File: config.mk
export PLATFORM = sky130hd
export DESIGN_NAME = rr_mux_arbiter
export DESIGN_NICKNAME = d
export VERILOG_FILES = /design/src/rtl/arb_pkg.sv /design/src/rtl/rr_pick.sv /design/src/rtl/rr_mux_arbiter.sv
export SDC_FILE = /design/constraint.sdc
export NUM_CORES = 1
export LEC_CHECK = 0
export ABC_CLOCK_PERIOD_IN_PS = 5350
export CAP_MARGIN = 30
export CELL_PAD_IN_SITES_DETAIL_PLACEMENT = 0
export CELL_PAD_IN_SITES_GLOBAL_PLACEMENT = 2
export CORE_ASPECT_RATIO = 1.2
export CORE_MARGIN = 4
export CORE_UTILIZATION = 26
export DETAILED_ROUTE_END_ITERATION = 16
export PLACE_DENSITY_LB_ADDON = 0.1
export SYNTH_ARGS = -nofsm -noshare
export SYNTH_HDL_FRONTEND = slang
export SYNTH_HIERARCHICAL = 1
export SYNTH_SLANG_ARGS = --single-unit
File: constraint.sdc
create_clock -name i_Clk -period 5.35 [get_ports i_Clk]
set_input_delay 1.605 -clock i_Clk [delete_from_list [all_inputs] [get_ports i_Clk]]
set_output_delay 1.605 -clock i_Clk [all_outputs]
set_load 0.02 [all_outputs]
File: src/rtl/arb_pkg.sv
// arb_pkg
// Shared definitions for the round-robin multiplexer arbiter.
//   N_REQ    : number of requesters sharing the multiplexer
//   SEL_W    : width of the encoded select / grant index
//   BURST_W  : width of the per-grant burst counter (ARB_MAXBURST_EN builds)
//   arb_state_t   : IDLE (no grant) / BUSY (grant held)
//   sel_to_onehot : converts an encoded index into a one-hot grant vector
package arb_pkg;

    localparam int N_REQ   = 4;
    localparam int SEL_W   = 2;
    localparam int BURST_W = 4;

    typedef enum logic {
        IDLE = 1'b0,
        BUSY = 1'b1
    } arb_state_t;

    function automatic logic [N_REQ-1:0] sel_to_onehot(input logic [SEL_W-1:0] sel);
        return N_REQ'(1) << sel;
    endfunction

endpackage

File: src/rtl/rr_pick.sv
// rr_pick
// Combinational round-robin picker. Scans the request vector upward (modulo
// N_REQ) beginning at the start index and reports the first set bit.
// Ports:
//   req   in  N_REQ  request vector
//   start in  SEL_W  index examined first
//   found out 1      at least one request is set
//   idx   out SEL_W  index of the first request found (start when none)
module rr_pick
    import arb_pkg::*;
(
    input  logic [N_REQ-1:0] req,
    input  logic [SEL_W-1:0] start,
    output logic             found,
    output logic [SEL_W-1:0] idx
);

    // Walk the offsets from farthest to nearest so that the nearest
    // requester overwrites any farther one; the index wraps naturally
    // because the addition is only SEL_W bits wide.
    always_comb begin
        found = 1'b0;
        idx   = start;
        for (int k = N_REQ - 1; k >= 0; k--) begin
            if (req[start + SEL_W'(k)]) begin
                found = 1'b1;
                idx   = start + SEL_W'(k);
            end
        end
    end

endmodule

File: src/rtl/rr_mux_arbiter.sv
// rr_mux_arbiter
// Round-robin arbiter that owns the select of a 4-to-1 data multiplexer and
// registers the selected word towards a single valid/ready consumer.
// Optional feature: define ARB_MAXBURST_EN to force a grant release after
// MAX_BURST consecutive transfers by the same holder.
// Parameters:
//   WIDTH      data word width
//   MAX_BURST  transfers per grant before a forced release (1..15),
//              only meaningful with ARB_MAXBURST_EN
// Ports:
//   i_Clk             in   1      clock, rising edge
//   i_Rst_n           in   1      asynchronous active-low reset
//   i_Req             in   4      per-source request
//   i_Datos_0..3      in   WIDTH  source data words
//   i_Ready           in   1      consumer accepts o_Salida this cycle
//   o_Gnt             out  4      registered one-hot grant, zero when idle
//   o_Sel             out  2      registered encoded grant index
//   o_Ack             out  4      combinational capture strobe per source
//   o_Salida          out  WIDTH  registered output word
//   o_Valid           out  1      o_Salida holds an unconsumed word
module rr_mux_arbiter
    import arb_pkg::*;
#(
    parameter int WIDTH     = 4,
    parameter int MAX_BURST = 4
) (
    input  logic             i_Clk,
    input  logic             i_Rst_n,
    input  logic [3:0]       i_Req,
    input  logic [WIDTH-1:0] i_Datos_0,
    input  logic [WIDTH-1:0] i_Datos_1,
    input  logic [WIDTH-1:0] i_Datos_2,
    input  logic [WIDTH-1:0] i_Datos_3,
    input  logic             i_Ready,
    output logic [3:0]       o_Gnt,
    output logic [1:0]       o_Sel,
    output logic [3:0]       o_Ack,
    output logic [WIDTH-1:0] o_Salida,
    output logic             o_Valid
);

    arb_state_t       state;
    logic [SEL_W-1:0] ptr;
    logic             load;
    logic             hold_req;
    logic             take;
    logic             burst_done;
    logic             rearb;
    logic [SEL_W-1:0] pick_start;
    logic             pick_found;
    logic [SEL_W-1:0] pick_idx;
    logic [WIDTH-1:0] mux_word;

    // The output register can accept a word when it is empty or is being
    // drained this very cycle.
    assign load     = ~o_Valid | i_Ready;
    assign hold_req = i_Req[o_Sel];
    assign o_Ack    = o_Gnt & i_Req & {N_REQ{load}};
    assign take     = (state == BUSY) & hold_req & load;

    // From idle the search resumes after the last granted index; on a
    // release it resumes after the current holder, which then comes last.
    assign pick_start = (state == IDLE) ? ptr + SEL_W'(1) : o_Sel + SEL_W'(1);

    rr_pick u_pick (
        .req   (i_Req),
        .start (pick_start),
        .found (pick_found),
        .idx   (pick_idx)
    );

    always_comb begin
        unique case (o_Sel)
            2'd0:    mux_word = i_Datos_0;
            2'd1:    mux_word = i_Datos_1;
            2'd2:    mux_word = i_Datos_2;
            default: mux_word = i_Datos_3;
        endcase
    end

`ifdef ARB_MAXBURST_EN
    logic [BURST_W-1:0] burst_cnt;

    // The holder's MAX_BURST-th capture also releases the grant at the same
    // edge, so the hand-over costs no bubble.
    assign burst_done = take & (burst_cnt == BURST_W'(MAX_BURST - 1));

    always_ff @(posedge i_Clk or negedge i_Rst_n) begin
        if (!i_Rst_n) begin
            burst_cnt <= '0;
        end else if (rearb) begin
            burst_cnt <= '0;
        end else if (take) begin
            burst_cnt <= burst_cnt + BURST_W'(1);
        end
    end
`else
    assign burst_done = 1'b0;
`endif

    // Arbitrate whenever idle, whenever the holder drops its request, or
    // when the holder has used up its burst allowance.
    assign rearb = (state == IDLE) | ~hold_req | burst_done;

    // Grant / state register. A release re-arbitrates at the same edge so a
    // waiting requester is granted without an idle cycle in between.
    always_ff @(posedge i_Clk or negedge i_Rst_n) begin
        if (!i_Rst_n) begin
            state <= IDLE;
            ptr   <= SEL_W'(N_REQ - 1);
            o_Gnt <= '0;
            o_Sel <= '0;
        end else if (rearb) begin
            if (pick_found) begin
                state <= BUSY;
                ptr   <= pick_idx;
                o_Sel <= pick_idx;
                o_Gnt <= sel_to_onehot(pick_idx);
            end else begin
                state <= IDLE;
                o_Gnt <= '0;
            end
        end
    end

    // Output stage: capture on an ack, otherwise drop valid once consumed.
    always_ff @(posedge i_Clk or negedge i_Rst_n) begin
        if (!i_Rst_n) begin
            o_Salida <= '0;
            o_Valid  <= 1'b0;
        end else if (take) begin
            o_Salida <= mux_word;
            o_Valid  <= 1'b1;
        end else if (i_Ready) begin
            o_Valid  <= 1'b0;
        end
    end

endmodule

==> PnR_summary.wiki <==
{| class="wikitable"
! Metric !! Value
|-
| Unrepaired setup endpoints after global routing || false
|-
| Post-layout minimum cycle time || 4680 ps
|-
| DIE WIDTH || 61.0 um
|-
| Number of sinks on the clock net || 14
|-
| Die area || 4370 um2
|-
| Combinational Power Share || 59.6%
|-
| Net count after synthesis || 103
|-
| Max-Slew Margin vs Limit || 55.6%
|-
| Remaining antenna violation count after routing || 0
|-
| Synth Register Bits || 14
|-
| HP Start || ptr[1]
|-
| Post-detailed-placement half-perimeter wirelength || 1.88 mm
|-
| First-pass GRT wire length || 3.68 mm
|-
| Transition time of the tightest slew-check pin || 663 ps
|-
| Area of the mapped netlist || 877 um2
|-
| Reg-to-reg critical path startpoint || o_Sel[0]
|-
| Final estimated routing congestion in global placement || 0.730
|-
| Startpoint type of the worst setup path || primary input
|-
| Number of port buffers || 37
|-
| Sequence of cells on the critical path || clkdlybuf4s50_1, and3_1, clkdlybuf4s50_1
|-
| Worst min-delay path category || register to register
|-
| Cts-stage hold buffer count || 0
|-
| CP max stage delay || 660 ps
|-
| Distinct cell type count after synthesis || 34
|-
| Data arrival time of the critical path || 3080 ps
|-
| Design Power || 708 uW
|-
| Total I/O pin count || 38
|-
| Peak clock frequency supported by timing || 214 MHz
|-
| Switching Share || 40.4%
|-
| WP data required || 3740 ps
|-
| Via count || 764
|-
| Antenna violations before repair || 0
|-
| Power per Cell Area || 544 nW/um2
|-
| Peak supply drop || 0.245 mV
|-
| Htree depth || 1
|-
| Critical path endpoint category || output pin
|-
| Total number of placement rows || 22
|-
| Fin. Hold Viols || 0
|-
| Overall Global Routing Usage || 11.4%
|-
| Most frequent cell on the critical path || clkdlybuf4s50_1
|-
| TritonCTS clock tree || yes
|-
| Worst Path Buf+Inv || 2
|-
| Critical path fanouts, max || 9
|-
| Outcome || finished, final reports clean
|-
| Sequential share of the synthesized area || 40.2%
|-
| Post-CTS repair timing setup buffer count || 0
|-
| Switching pwr || 286 uW
|-
| DR DRC count || 0
|-
| Via count of the first global-routing pass || 797
|-
| Final routed wire length divided by cell count || 15.7 um
|-
| Maximum number of pins on one net before global-route repair || 15
|-
| Worst path top cell family by delay || buffers and inverters
|-
| Critical path launch point || i_Req[3]
|-
| Initial core utilization || 28.0%
|-
| Setup Viol. Count Final || 0
|-
| Final routed wirelength across all metal layers || 2.41 mm
|-
| Critical-path cell with the highest stage delay || clkdlybuf4s50_1
|-
| Leakage || 0.549 nW
|-
| Clock input transition at the sequential cells of the worst setup and hold paths || 90 ps
|-
| Nets || 142
|-
| Final clock skew || 2.99 ps
|-
| CORE AREA || 3140 um2
|-
| First drt pass iteration count || 4
|-
| Insertion delay of the later-clocked pin in the worst-skew pair || 280 ps
|-
| Root buffer cell || clkbuf_4
|-
| Fraction of final layout cells with drive strength greater than 1 || 17.8%
|-
| Final Max Slew Viols || 0
|-
| Share of the clock period used by the worst path after layout || 87.5%
|-
| Max Cap Viol || 0
|-
| Sequential cell fraction of total power || 29.6%
|-
| Longest Clk Path Bufs || 2
|-
| Vertical extent of the die || 71.6 um
|-
| # resized after CTS || 0
|-
| Vias/cell || 4.96
|-
| Synth-to-Final Area Change || 48.4%
|-
| Gate Count Post-Synth || 80
|-
| Hold Slack || 494 ps
|-
| Clock network power share || 10.7%
|-
| Cell Int Power || 422 uW
|-
| First-iteration detailed-routing DRC count || 26
|-
| Sum Neg Setup Slack || 0 ps
|-
| Warnings, synthesis || 6
|-
| Antenna diode instance count || 0
|-
| WS Path Type || primary input to output pin
|-
| Grt ovf || 0
|-
| Total CTS buffers || 3
|-
| Average cell area after synthesis || 11.0 um2
|}
[placed cells by master (no fill, tap or decap), drive strengths merged]
cell,Yosys,final
o211ai,1,1
nor2,3,3
dfstp,2,2
o21bai,1,1
nand3,1,1
and2b,3,3
dfrtp,12,12
nor3,1,1
mux4,4,4
nand3b,1,1
a21oi,2,2
nand2,10,10
inv,2,2
and3,4,4
o22ai,1,1
mux2i,4,4
nand2b,4,4
mux2,5,5
clkbuf,0,4
and3b,1,1
o41ai,1,1
o21ai,6,6
clkdlybuf4s50,0,37
xor2,1,1
a2bb2oi,1,1
or4,1,1
o31ai,1,1
o2bb2ai,1,1
or2,1,1
nand4,1,1
o221a,1,1
[layout make-up]
type | count | area, um2
clock buffer | 4 | 36.3
fill | 335 | 1840
inverter | 2 | 7.51
multi-input combinational | 61 | 489
sequential | 14 | 353
tap | 36 | 45.0
timing repair buffer | 37 | 370
[sequential cells by signal, indices dropped and copies added, names as in the netlist]
name and flops:
ptr 2, state 1, o_Salida 4, o_Sel 2
o_Gnt 4, o_Valid 1
[metal layers]
metal / global-route usage (%) / wire length, um
met1: 13.3 / 967
met4: 5.78 / 34
met5: 0 / 0
met3: 3.06 / 273
met2: 18.7 / 1140
[synthesized netlist by cell type]
cell type  number  area, um2
and3b_1         1       8.76
and2b_2         2       17.5
inv_1           2       7.51
or4_1           1       7.51
o221a_2         1       11.3
o21bai_1        1       7.51
o41ai_1         1       8.76
mux2i_2         2       27.5
nand3_1         1       5.00
or2_1           1       6.26
nor2_1          3       11.3
dfstp_2         2       52.6
a21oi_1         2       10.0
and3_1          4       25.0
o2bb2ai_1       1       8.76
o31ai_1         1       7.51
o211ai_1        1       7.51
o21ai_0         6       30.0
o22ai_2         1       12.5
buf_6           2       22.5
mux2i_1         2       20.0
a2bb2oi_1       1       8.76
nand3b_1        1       7.51
mux2_2          4       45.0
nand4_1         1       6.26
and2b_1         1       7.51
nand2_1        10       37.5
nand2b_1        4       25.0
dfrtp_1        12        300
nor3_1          1       5.00
xor2_1          1       8.76
buf_2           1       5.00
mux4_2          4       90.1
mux2_4          1       15.0
[power groups by stage]
stage | sequential (mW) | clock [mW] | combinational [mW]
after floorplan | 0.233 | 0 | 0.265
final | 0.210 | 0.0758 | 0.422
after CTS | 0.211 | 0.0826 | 0.431
after global routing | 0.218 | 0.0844 | 0.459
after global placement | 0.212 | 0 | 0.427
after detailed placement | 0.214 | 0 | 0.429
[kinds of logic after synthesis]
group,after synthesis,synth area share [%]
AND/OR/NAND/NOR,31,19.4
AO/OA/AOI/OAI,16,12.8
buffers and inverters,5,3.99
flip-flops,14,40.2
XOR/XNOR,1,0.999
multiplexers,13,22.5
[path summary, 6_finish.rpt]
kind                       cells after the start  slack (ps)          end
max                                            3         670     o_Ack[3]
min                                            1         490       ptr[1]
max reg2reg                                    7        2890     o_Gnt[2]
min reg2reg                                    1         490       ptr[1]
max in group asynchronous                      1        3200  o_Salida[2]
min in group asynchronous                      1        1730        state
[worst reg2reg max path, cell delays in order (launching register included)]
cell and delay (ps):
dfrtp_1 550, mux2i_1 430, xor2_1 210, and3b_1 220, or4_1 470, nand2_1 150
nand2_1 130, o31ai_1 210
[stage by stage]
step	std cells	util, %	setup slack (ps)	cell area [um2]
after floorplan	80	-	1710	877
after global placement	150	40.3	664	1260
after detailed placement	150	40.3	656	1260
after CTS	154	41.5	650	1300
after global routing	154	41.5	571	1300
final	154	41.5	668	1300
Note: power is estimated with default switching activity, not from simulation.
